--- config.mk ---
export PLATFORM = sky130hd
export DESIGN_NAME = vec_alu_sequencer
export DESIGN_NICKNAME = d
export VERILOG_FILES = /design/src/rtl/vec_alu_pkg.sv /design/src/rtl/cmd_fifo.sv /design/src/rtl/vec_alu_sequencer.sv
export SDC_FILE = /design/constraint.sdc
export NUM_CORES = 1
export LEC_CHECK = 0
export ABC_AREA = 1
export BUFFER_PORTS_ARGS = -buffer_cell sky130_fd_sc_hd__buf_4
export CORE_ASPECT_RATIO = 1.4
export CORE_UTILIZATION = 53
export CTS_BUF_LIST = sky130_fd_sc_hd__clkbuf_4
export DETAILED_ROUTE_END_ITERATION = 10
export PLACE_DENSITY_LB_ADDON = 0.15
export REMOVE_ABC_BUFFERS = 1
export SYNTH_ARGS = -nofsm -noshare
export SYNTH_HDL_FRONTEND = slang
export SYNTH_SLANG_ARGS = --single-unit
--- constraint.sdc ---
create_clock -name clk -period 1.9 [get_ports clk]
set_clock_uncertainty 0.1 [all_clocks]
set_input_delay 0.38 -clock clk [delete_from_list [all_inputs] [get_ports clk]]
set_output_delay 0.38 -clock clk [all_outputs]
set_load 0.05 [all_outputs]
--- src/rtl/vec_alu_pkg.sv ---
// Shared types for the vector ALU sequencer: FSM state encoding and opcode width.
package vec_alu_pkg;

  localparam int ALU_OP_W = 3;

  typedef enum logic [1:0] {
    IDLE = 2'd0,
    EXEC = 2'd1,
    DONE = 2'd2
  } state_e;

endpackage

--- src/rtl/cmd_fifo.sv ---
// Synchronous command FIFO, power-of-two depth; count tells full apart from empty.
module cmd_fifo #(
  parameter int W     = 8,
  parameter int DEPTH = 4
) (
  input  logic                   clk,
  input  logic                   arst,
  input  logic                   push,
  input  logic                   pop,
  input  logic [W-1:0]           wdata,
  output logic [W-1:0]           rdata,
  output logic [$clog2(DEPTH):0] count,
  output logic                   full,
  output logic                   empty
);

  localparam int PW = $clog2(DEPTH);

  logic [W-1:0]  mem [DEPTH];
  logic [PW-1:0] wr_ptr;
  logic [PW-1:0] rd_ptr;
  logic          do_push;
  logic          do_pop;

  assign full    = (count == (PW+1)'(DEPTH));
  assign empty   = (count == '0);
  assign do_push = push && !full;
  assign do_pop  = pop && !empty;
  assign rdata   = mem[rd_ptr];

  // Pointers wrap naturally because DEPTH is a power of two.
  always_ff @(posedge clk or posedge arst) begin
    if (arst) begin
      wr_ptr <= '0;
      rd_ptr <= '0;
      count  <= '0;
    end else begin
      if (do_push) wr_ptr <= wr_ptr + 1'b1;
      if (do_pop)  rd_ptr <= rd_ptr + 1'b1;
      case ({do_push, do_pop})
        2'b10:   count <= count + 1'b1;
        2'b01:   count <= count - 1'b1;
        default: count <= count;
      endcase
    end
  end

  always_ff @(posedge clk) begin
    if (do_push) mem[wr_ptr] <= wdata;
  end

endmodule

--- src/rtl/vec_alu_sequencer.sv ---
// Buffers vector ALU commands, issues them one at a time, waits the ALU latency
// and presents masked lane results on a valid/ready result port.
module vec_alu_sequencer
  import vec_alu_pkg::*;
#(
  parameter int WIDTH   = 4,
  parameter int N_ALU   = 1,
  parameter int DEPTH   = 4,
  parameter int ALU_LAT = 1
) (
  input  logic                     clk,
  input  logic                     arst,
  input  logic                     cmd_valid,
  output logic                     cmd_ready,
  input  logic [WIDTH*N_ALU-1:0]   cmd_a,
  input  logic [WIDTH*N_ALU-1:0]   cmd_b,
  input  logic [ALU_OP_W-1:0]      cmd_op,
  input  logic [N_ALU-1:0]         cmd_mask,
  output logic [WIDTH*N_ALU-1:0]   alu_a,
  output logic [WIDTH*N_ALU-1:0]   alu_b,
  output logic [ALU_OP_W-1:0]      alu_select,
  output logic [N_ALU-1:0]         alu_enable,
  input  logic [2*WIDTH*N_ALU-1:0] alu_data_out,
  input  logic [N_ALU-1:0]         alu_inf,
  input  logic                     alu_carry_out,
  output logic                     res_valid,
  input  logic                     res_ready,
  output logic [2*WIDTH*N_ALU-1:0] res_data,
  output logic [N_ALU-1:0]         res_inf,
  output logic                     res_carry,
  output logic                     busy,
  output logic [$clog2(DEPTH):0]   fifo_count,
  output state_e                   dbg_state
);

  localparam int LANE_BITS = WIDTH * N_ALU;
  localparam int RES_BITS  = 2 * WIDTH * N_ALU;
  localparam int CNT_W     = $clog2(ALU_LAT + 1);

  typedef struct packed {
    logic [LANE_BITS-1:0] a;
    logic [LANE_BITS-1:0] b;
    logic [ALU_OP_W-1:0]  op;
    logic [N_ALU-1:0]     mask;
  } cmd_t;

  cmd_t               wr_cmd;
  cmd_t               head;
  logic               fifo_full;
  logic               fifo_empty;
  logic               push;
  logic               pop;
  logic               capture;
  state_e             state;
  state_e             state_nxt;
  logic [CNT_W-1:0]   exec_cnt;
  logic [RES_BITS-1:0] data_masked;

  // Handshakes: a transfer happens on an edge where valid && ready are both high;
  // valid never depends on ready, and payload is held while valid waits.
  assign cmd_ready = !fifo_full && !arst;
  assign push      = cmd_valid && cmd_ready;
  assign wr_cmd    = '{a: cmd_a, b: cmd_b, op: cmd_op, mask: cmd_mask};

  cmd_fifo #(.W($bits(cmd_t)), .DEPTH(DEPTH)) u_fifo (
    .clk   (clk),
    .arst  (arst),
    .push  (push),
    .pop   (pop),
    .wdata (wr_cmd),
    .rdata (head),
    .count (fifo_count),
    .full  (fifo_full),
    .empty (fifo_empty)
  );

  always_comb begin
    state_nxt = state;
    pop       = 1'b0;
    capture   = 1'b0;
    case (state)
      IDLE: if (!fifo_empty) begin
        pop       = 1'b1;
        state_nxt = EXEC;
      end
      EXEC: if (exec_cnt == CNT_W'(ALU_LAT)) begin
        capture   = 1'b1;
        state_nxt = DONE;
      end
      DONE: if (res_ready) state_nxt = IDLE;
      default: state_nxt = IDLE;
    endcase
  end

  always_ff @(posedge clk or posedge arst) begin
    if (arst) state <= IDLE;
    else      state <= state_nxt;
  end

  // alu_enable still carries the issued mask during EXEC, so it gates the capture.
  always_comb begin
    data_masked = '0;
    for (int i = 0; i < N_ALU; i++) begin
      data_masked[i*2*WIDTH +: 2*WIDTH] =
        alu_enable[i] ? alu_data_out[i*2*WIDTH +: 2*WIDTH] : '0;
    end
  end

  always_ff @(posedge clk or posedge arst) begin
    if (arst) begin
      alu_a      <= '0;
      alu_b      <= '0;
      alu_select <= '0;
      alu_enable <= '0;
      exec_cnt   <= '0;
      res_data   <= '0;
      res_inf    <= '0;
      res_carry  <= 1'b0;
    end else begin
      if (pop) begin
        alu_a      <= head.a;
        alu_b      <= head.b;
        alu_select <= head.op;
        alu_enable <= head.mask;
        exec_cnt   <= '0;
      end else if (capture) begin
        res_data   <= data_masked;
        res_inf    <= alu_inf & alu_enable;
        res_carry  <= alu_carry_out;
        alu_enable <= '0;
      end else if (state == EXEC) begin
        exec_cnt   <= exec_cnt + 1'b1;
      end
    end
  end

  assign res_valid = (state == DONE);
  assign busy      = (state != IDLE) || !fifo_empty;
  assign dbg_state = state;

endmodule
==> out/results.tsv, run 1 <==
metric	value	unit
outcome	finished, violations left	
violations	design-rule violations	
synth_top_family_by_area	simple AND/OR/NAND/NOR gates	
synthesis.area	0.00355	mm2
dpl_cell_area	0.00403	mm2
period_needed	1800	ps
netlist_instances	347	
ys_seq_area_frac	0.631	
ys_ff_latch	80	
peakVddDrop	933	uV
synth_compound_area_frac	0.0331	
required	1420	ps
synth_top_cell_area_share	0.406	
grt_pass1_vias	2439	
grt_pass1_wl	11000	um
syn_to_final_growth	20.2	%
num_rows	34	
synth.most_common_cell	nand2_1	
synth_edf_count	48	
overflow	0	
power	7430	uW
synth.avg_cell_area	10.2	um2
start_kind	flip-flop	
fp.dieH	98.9	um
synthMuxAreaShare	0	
ios	56	
slew_headroom	0.649	
die_area	0.00704	mm2
dpl_worst_slack	90.1	ps
hold_class	primary input to async pin	
core_area	0.00634	mm2
worst_pin_slew	524	ps
worstSetupPathType	flip-flop to output port	
first_iter_violations	73	
fp.dieW	71.2	um
worstReg2RegEnd	u_fifo.count[2]	
ant_nets	0	
routed_via_density	4.97	
ys.flop_type	edfxtp_1	
cts.sinks	80	
synth_commonest_cells	nand2_1 (120), inv_1 (56), edfxtp_1 (48), dfrtp_1 (32), nand3_1 (29)	
hold_buffers	0	
synth_area_leader_cell	edfxtp_1	
fin_hold_ws	19.0	ps
endpoint_kind	output port	
wl	6560	um
wl_per_cell	13.3	um
max_freq	555	MHz
synth-simple-area-share	0.205	
rrSetupSlack	120	ps
period_share	0.949	
async_reset_ff_frac	0.400	
path_clk_slew	120	ps
drc	7	
final_area	0.00427	mm2
rsz0062_at_grt	no	
ys_top_cells_by_area	edfxtp_1 (41%), dfrtp_1 (23%), nand2_1 (13%)	
cts_made_buffers	9	
diodes	0	
drt-pass1-iter-count	7	
antenna_found_initial	0	
power.density	1740	mW/mm2
drive_gt1_frac	0.282	
grt_max_degree	35	
synth-xor-area-share	0.00986	
nNetsFinal	449	
cts_tree	yes	
finalMaxSlewViolations	0	
cts_root_buffer	clkbuf_4	
start_util	0.561	
insertion_delay	420	ps
setup_viol_count_final	0	
r2r_start	u_fifo.count[1]	
fin_ws	97.1	ps
portBuffers	55	
r2r_cells	8	
yosys_warnings	0	
p_leak	0.00210	uW
htree_levels	3	
cts_buffer_depth	2	
cp.arrival	1320	ps
cap_violations	0	
gp_congestion	0.791	
timing_hold_violations_final	0	
crit_fanout	3	
crit_end	cmd_ready	
startpoint	u_fifo.count[1]	
vias	2455	
grt_usage	0.209	
ys_types	30	
synth-adder-area-share	0.0232	
dpl.hpwl	4230	um
## timing repair
action,4_1_cts,5_1_grt
resized for setup,0,6
endpoints found under the setup margin,2,3
buffers inserted,1,4
hold endpoints to repair,0,0
pin swaps,1,1
## placed cells by master, fill, tap and decap left out, types with 3 or more instances in the layout
master	instances
nand3_1	28
edfxtp_1	48
inv_2	4
bufinv_16	3
clkbuf_4	10
nand2_1	120
nand2_2	8
o21ai_2	9
dfrtp_1	32
buf_4	70
nor2_1	5
ha_1	4
inv_1	56
## how the worst min path moves through the flow
stage,to,slack (ps),from
floorplan,dbg_state[1],380,res_ready
global route,dbg_state[1],20,res_ready
global placement,res_carry,350,res_carry
CTS,alu_b[0],10,arst
finish,u_fifo.count[2],20,arst
detailed placement,res_carry,370,res_carry
## stage by stage
stage,utilization,std cells,setup TNS [ps]
finish,0.674,494,0
global route,0.674,494,0
CTS,0.666,490,0
detailed placement,0.636,473,0
global placement,0.636,473,0
floorplan,-,334,-28670
## final cells by class
type / count / area [um2]
Tap cell: 72 / 90.1
Sequential cell: 80 / 2240
Multi-Input combinational cell: 193 / 976
Inverter: 61 / 231
Clock buffer: 10 / 75.1
Fill cell: 491 / 2070
Clock inverter: 6 / 109
Timing Repair Buffer: 72 / 548
## cell families after synthesis
family | Yosys count
adders and majority gates | 6
and+or+nand+nor | 169
buffers and inverters | 74
AOI/OAI and AO/OA | 14
xor gates and xnor gates | 4
DFF | 80
## per-layer routing
metal,vias to the layer above,share of wire,global-route usage
met5,-,0,0
li1,1218,-,-
met3,10,0.042,0.0470
met2,59,0.55,0.385
met1,1168,0.39,0.221
met4,0,0.016,0.0954
## power breakdown
group / internal [uW] / switching (uW)
registers: 2280 / 293
clock network: 677 / 567
logic: 1180 / 2430
## registers in the layout, indices dropped and copies added, names as in the netlist
name           flops
dbg_state          2
alu_b              4
u_fifo.mem        48
alu_enable         1
res_data           8
alu_select         3
exec_cnt           1
u_fifo.count       3
u_fifo.wr_ptr      2
res_carry          1
alu_a              4
res_inf            1
u_fifo.rd_ptr      2
## worst max-delay path, stage by stage (launching register included)
cell     delay [ps]
dfrtp_1         430
nor2_4          140
buf_6           120
a21oi_2          50
buf_4           190
Note: power is estimated with default switching activity, not from simulation.
==> inputs of run 2 (changes only) <==
- CELL_PAD_IN_SITES_DETAIL_PLACEMENT: unset -> 2
- CELL_PAD_IN_SITES_GLOBAL_PLACEMENT: unset -> 2
- CORE_UTILIZATION: 53 -> 33
==> run 2 against run 1 <==
Net effect:
- the flow now finishes without violations
- cell area is 2.6% higher
- count of clock-buffer cells in the layout fell by 1
- total power up 0.23%
- fmax shrank 2.9%
- register-to-register slack got worse by 40 ps
- critical endpoint is now busy
- sequential power barely moved
- combinational power rose by 4%
==> out/results.tsv, run 2 (same netlist as run 1, synthesis figures left out) <==
metric	value	unit	change
outcome	complete, no violations		was finished, violations left
routed_via_density	4.52		was 4.97
register_area	0.00224	mm2	unchanged
finalMaxSlewViolations	0		unchanged
worstReg2RegEnd	u_fifo.count[1]		was u_fifo.count[2]
cts_made_buffers	9		unchanged
ant_nets	0		unchanged
drc	0		was 7
diodes	0		unchanged
fp.dieH	125	um	was 98.9 um
rsz0062_at_grt	yes		was no
multi_input_area	986	um2	was 976 um2
r2r_start	u_fifo.count[1]		unchanged
cts_root_buffer	clkbuf_4		unchanged
period_needed	1860	ps	was 1800 ps
nNetsFinal	450		was 449
timing_hold_violations_final	0		unchanged
overflow	0		unchanged
die_area	0.0112	mm2	was 0.00704 mm2
largest_register_ffs	48		unchanged
hold_end	u_fifo.mem[1][0]		
cts_buffer_depth	2		unchanged
num_rows	44		was 34
r2r_cells	7		was 8
setup_viol_count_final	0		unchanged
cts_tree	yes		unchanged
wl	8440	um	was 6560 um
insertion_delay	440	ps	was 420 ps
ios	56		unchanged
drt-pass1-iter-count	4		was 7
portBuffers	55		unchanged
fp.dieW	89.7	um	was 71.2 um
core_area	0.0104	mm2	was 0.00634 mm2
reg_top3	u_fifo.mem: 48 flops, res_data: 8 flops		unchanged
cap_violations	0		unchanged
vias	2537		was 2455
worstSetupPathType	flip-flop to output port		unchanged
required	1420	ps	about the same
cts.sinks	80		unchanged
fin_util	0.421		was 0.674
crit_fanout	5		was 3
grt_usage	0.161		was 0.209
first_iter_violations	60		was 73
syn_to_final_growth	23.4	%	was 20.2%
max_freq	539	MHz	was 555 MHz
grt_max_degree	35		unchanged
grt_pass1_wl	13700	um	was 11000 um
fillers	1097		was 491
worst_pin_slew	539	ps	was 524 ps
endpoint_kind	output port		unchanged
htree_levels	3		unchanged
antenna_found_initial	0		unchanged
hold_class	primary input to flip-flop		was primary input to async pin
period_share	0.977		was 0.949
cp.arrival	1380	ps	was 1320 ps
min_from	cmd_mask		
start_kind	flip-flop		unchanged
peakVddDrop	520	uV	was 933 uV
p_leak	0.00210	uW	about the same
power.density	1700	mW/mm2	was 1740 mW/mm2
slew_headroom	0.639		was 0.649
top_register	u_fifo.mem		unchanged
rrSetupSlack	80	ps	was 120 ps
tns	0	ps	unchanged
gp_congestion	0.685		was 0.791
path_clk_slew	140	ps	was 120 ps
grt_pass1_vias	2787		was 2439
wl_per_cell	15.1	um	was 13.3 um
start_util	0.342		was 0.561
drive_gt1_frac	0.281		was 0.282
hold_depth	1		
dpl.hpwl	5690	um	was 4230 um
final_cell_mix	nand2_1 (120), buf_4 (66), inv_1 (55)		was nand2_1 (120), buf_4 (70), inv_1 (56)
final_common_cell	nand2_1		unchanged
==> run 2: cell types whose count changed in the layout (fill, tap and decap cells not counted), moves of 2 or more <==
cell / before / now
buf_4: 70 / 66
buf_12: 0 / 3
clkinv_2: 0 / 3
dlygate4sd3_1: 0 / 2
==> run 2: report_power, final <==
part	switching [uW]	total [uW]	leakage (uW)	internal [uW]
Combinational	2550	3750	0.00118	1190
Sequential	282	2560	0.000837	2280
Clock	611	1130	0.0000831	522
==> run 2: worst max-delay path by stage <==
stage / startpoint / to / slack, ps / depth (start not counted)
global placement: u_fifo.count[1] / u_fifo.count[2] / 70 / 7
detailed placement: u_fifo.count[1] / u_fifo.count[2] / -2 / 7
finish: u_fifo.count[1] / busy / 40 / 3
global route: u_fifo.count[1] / busy / -40 / 3
CTS: u_fifo.count[0] / busy / 3 / 3
floorplan: arst / u_fifo.count[2] / -650 / 7
==> run 2: what timing repair did <==
item / 4_1_cts / 5_1_grt
cloned: 0 / 0
gates resized for setup: 2 / 6
hold buffers: 2 / 0
buffers inserted: 2 / 2
hold endpoints to repair: 31 / 0
endpoints found under the setup margin: 2 / 3
pin swaps: 1 / 2
==> run 2: critical path: stages, from the launching register on <==
cell	delay, ps
dfrtp_1	430
nor2_4	230
nand3_2	110
buf_6	160
==> run 2: layout make-up <==
| class | count | area share |
|---|---|---|
| sequential | 80 | 0.511 |
| tap | 138 | 0.0394 |
| timing repair buffer | 73 | 0.136 |
| inverter | 61 | 0.0528 |
| multi-input combinational | 193 | 0.225 |
| clock buffer | 9 | 0.0154 |
| clock inverter | 7 | 0.0197 |
==> run 2: metrics by stage <==
step	instances	total power (uW)	instance area [um2]	hold WS, ps	setup WS (ps)
after floorplan	334	5020	3440	377	-653
after global placement	539	6160	4150	363	68.5
after detailed placement	539	6300	4150	366	-1.99
after CTS	559	7500	4340	4.39	3.45
after global routing	561	7950	4380	0.767	-37.9
final	561	7440	4380	35.6	44.1
==> run 2: routing by layer <==
layer | vias up | wire length, um | GRT usage
met5 | - | 0 | 0
met4 | 0 | 128 | 0.0665
met3 | 10 | 254 | 0.0330
met2 | 46 | 4740 | 0.310
met1 | 1259 | 3320 | 0.166
li1 | 1222 | - | -
==> inputs of run 3 (changes only) <==
- BUFFER_PORTS_ARGS: -buffer_cell sky130_fd_sc_hd__buf_4 -> unset
- CORE_UTILIZATION: 33 -> 30
- DONT_BUFFER_PORTS: unset -> 1
==> run 3 against run 2 <==
Net effect:
- via count shrank 3.7%
- worst setup slack improved by 15 ps
- combinational power shrank 25%
- die area up 9.8%
- routed wire length is 2.0% higher
- cell area decreased by 1.9%
- sequential power up 27%
- non-clock buffer count is 25 lower
- fmax increased by 0.82%
- sequential share of layout area increased by 1.0 points
- sequential cell count did not move
- core utilization shrank 4.6 points
- critical endpoint unchanged
==> out/results.tsv, run 3 (same netlist as run 1, synthesis figures left out) <==
metric	value	unit	change
outcome	complete, no violations		unchanged
p_leak	0.00197	uW	was 0.00210 uW
max_freq	543	MHz	was 539 MHz
cpLargestDelayFamily	flip-flops		unchanged
portBuffers	0		was 55
gp_congestion	0.696		was 0.685
final_area	0.00430	mm2	was 0.00438 mm2
num_rows	46		was 44
final_cells	543		was 561
cts_buffer_depth	2		unchanged
cp_slowest_cell	dfrtp_1		unchanged
timing_hold_violations_final	0		unchanged
grt_max_degree	35		unchanged
worst_pin_slew	540	ps	was 539 ps
hold_class	primary input to flip-flop		unchanged
final_cell_mix	nand2_1 (120), inv_1 (56), edfxtp_1 (48)		was nand2_1 (120), buf_4 (66), inv_1 (55)
vias	2442		was 2537
tns	0	ps	unchanged
top_register	u_fifo.mem		unchanged
core_area	0.0115	mm2	was 0.0104 mm2
power.density	1670	mW/mm2	was 1700 mW/mm2
syn_to_final_growth	21.0	%	was 23.4%
r2r_cells	9		was 7
slew_headroom	0.639		about the same
drt-pass1-iter-count	4		unchanged
wl	8620	um	was 8440 um
routed_via_density	4.50		was 4.52
overflow	0		unchanged
worstSetupPathType	flip-flop to output port		unchanged
drc	0		unchanged
nNetsFinal	425		was 450
largest_register_ffs	48		unchanged
insertion_delay	440	ps	about the same
grt_usage	0.154		was 0.161
antenna_found_initial	1		was 0
p_switching	3420	uW	was 3450 uW
final_common_cell	nand2_1		unchanged
cp_num_buf_inv	2		was 1
grt_pass1_wl	13700	um	about the same
swShare	0.476		was 0.463
cts_root_buffer	clkbuf_4		unchanged
fillers	1245		was 1097
path_clk_slew	140	ps	about the same
die_area	0.0123	mm2	was 0.0112 mm2
drive_gt1_frac	0.176		was 0.281
path_cells	nor2_4, buf_6, nand3_4, buf_8		was nor2_4, nand3_2, buf_6
reg_top3	u_fifo.mem: 48 flops, res_data: 8 flops		unchanged
dpl_cell_area	0.00382	mm2	was 0.00415 mm2
fp.dieW	94.0	um	was 89.7 um
p_int	3770	uW	was 4000 uW
endpoint_kind	output port		unchanged
max_stage_delay	430	ps	about the same
cts_made_buffers	9		unchanged
wl_per_cell	15.9	um	was 15.1 um
fin_ws	59.2	ps	was 44.1 ps
crit_fanout	3		was 5
cts.sinks	80		unchanged
cp.arrival	1360	ps	was 1380 ps
pwr-share-clk	0.160		was 0.152
grt_pass1_vias	2736		was 2787
start_kind	flip-flop		unchanged
dp_cells	498		was 539
peakVddDrop	548	uV	was 520 uV
cts_tree	yes		unchanged
period_share	0.969		was 0.977
setup_viol_count_final	0		unchanged
power_frac_comb	0.389		was 0.503
finalMaxSlewViolations	0		unchanged
dpl.hpwl	5490	um	was 5690 um
period_needed	1840	ps	was 1860 ps
seq_power_share	0.451		was 0.344
rrSetupSlack	120	ps	was 80 ps
path_depth	4		was 3
rsz0062_at_grt	yes		unchanged
hold_depth	4		was 1
power	7190	uW	was 7440 uW
ant_nets	0		unchanged
register_area	0.00224	mm2	unchanged
ios	56		unchanged
dpl_worst_slack	99.5	ps	was -1.99 ps
start_util	0.310		was 0.342
required	1420	ps	about the same
fp.dieH	131	um	was 125 um
cap_violations	0		unchanged
htree_levels	3		unchanged
first_iter_violations	72		was 60
multi_input_area	983	um2	was 986 um2
[run 3: changes by cell type in the layout (fill, tap and decap cells not counted), moves of 2 or more]
cell / previous run / this run
buf_4: 66 / 13
buf_6: 2 / 5
dlygate4sd3_1: 2 / 25
inv_2: 5 / 3
[run 3: what timing repair did]
item / CTS / global route
hold buffers: 25 / 0
hold endpoints to repair: 93 / 0
setup buffers: 1 / 2
endpoints found under the setup margin: 2 / 4
pin swaps: 1 / 2
gates resized for setup: 5 / 8
[run 3: power by group through the flow]
| stage | registers [uW] | clock network, uW | logic [uW] |
|---|---|---|---|
| after detailed placement | 3290 | 0 | 2690 |
| final | 3240 | 1150 | 2800 |
| after global routing | 3300 | 1270 | 3170 |
| after floorplan | 3530 | 0 | 1490 |
| after global placement | 3270 | 0 | 2620 |
| after CTS | 3250 | 1190 | 2820 |
[run 3: area by class of cell]
class,count,area share
clock buffers,10,0.0175
multi-input cells,193,0.229
diodes,1,0.000582
well taps,144,0.0419
repair buffers,48,0.116
inverters,61,0.0544
clock inverters,6,0.0192
flip-flops and latches,80,0.522
[run 3: per-layer routing]
metal,up-vias,routed length [um],track usage
met3,9,371,0.0399
met2,56,4590,0.292
met4,0,129,0.0543
met1,1208,3530,0.163
li1,1169,-,-
met5,-,0,0
[run 3: path summary, 6_finish.rpt]
path,from,to
max in group asynchronous,arst,alu_b[2]
hold reg to reg,alu_enable,alu_enable
setup / recovery,u_fifo.count[1],busy
setup reg to reg,u_fifo.count[1],u_fifo.count[2]
hold / removal,cmd_valid,u_fifo.wr_ptr[0]
min in group asynchronous,arst,dbg_state[0]
[run 3: worst reg2reg max path, stage by stage, from the launching register on]
cell     delay (ps)
dfrtp_1         410
nor2_4           70
nand2_1         110
nand3_2          90
ha_2            200
fa_1            380
inv_1            80
nand2_1          50
nand3_1          70
xor2_1          140
[run 3: per-stage QoR]
step | hold WS [ps] | utilization
2_1_floorplan | 377 | -
3_3_place_gp | 378 | 0.333
3_5_place_dp | 379 | 0.333
4_1_cts | 149 | 0.371
5_1_grt | 167 | 0.375
6_report | 165 | 0.375
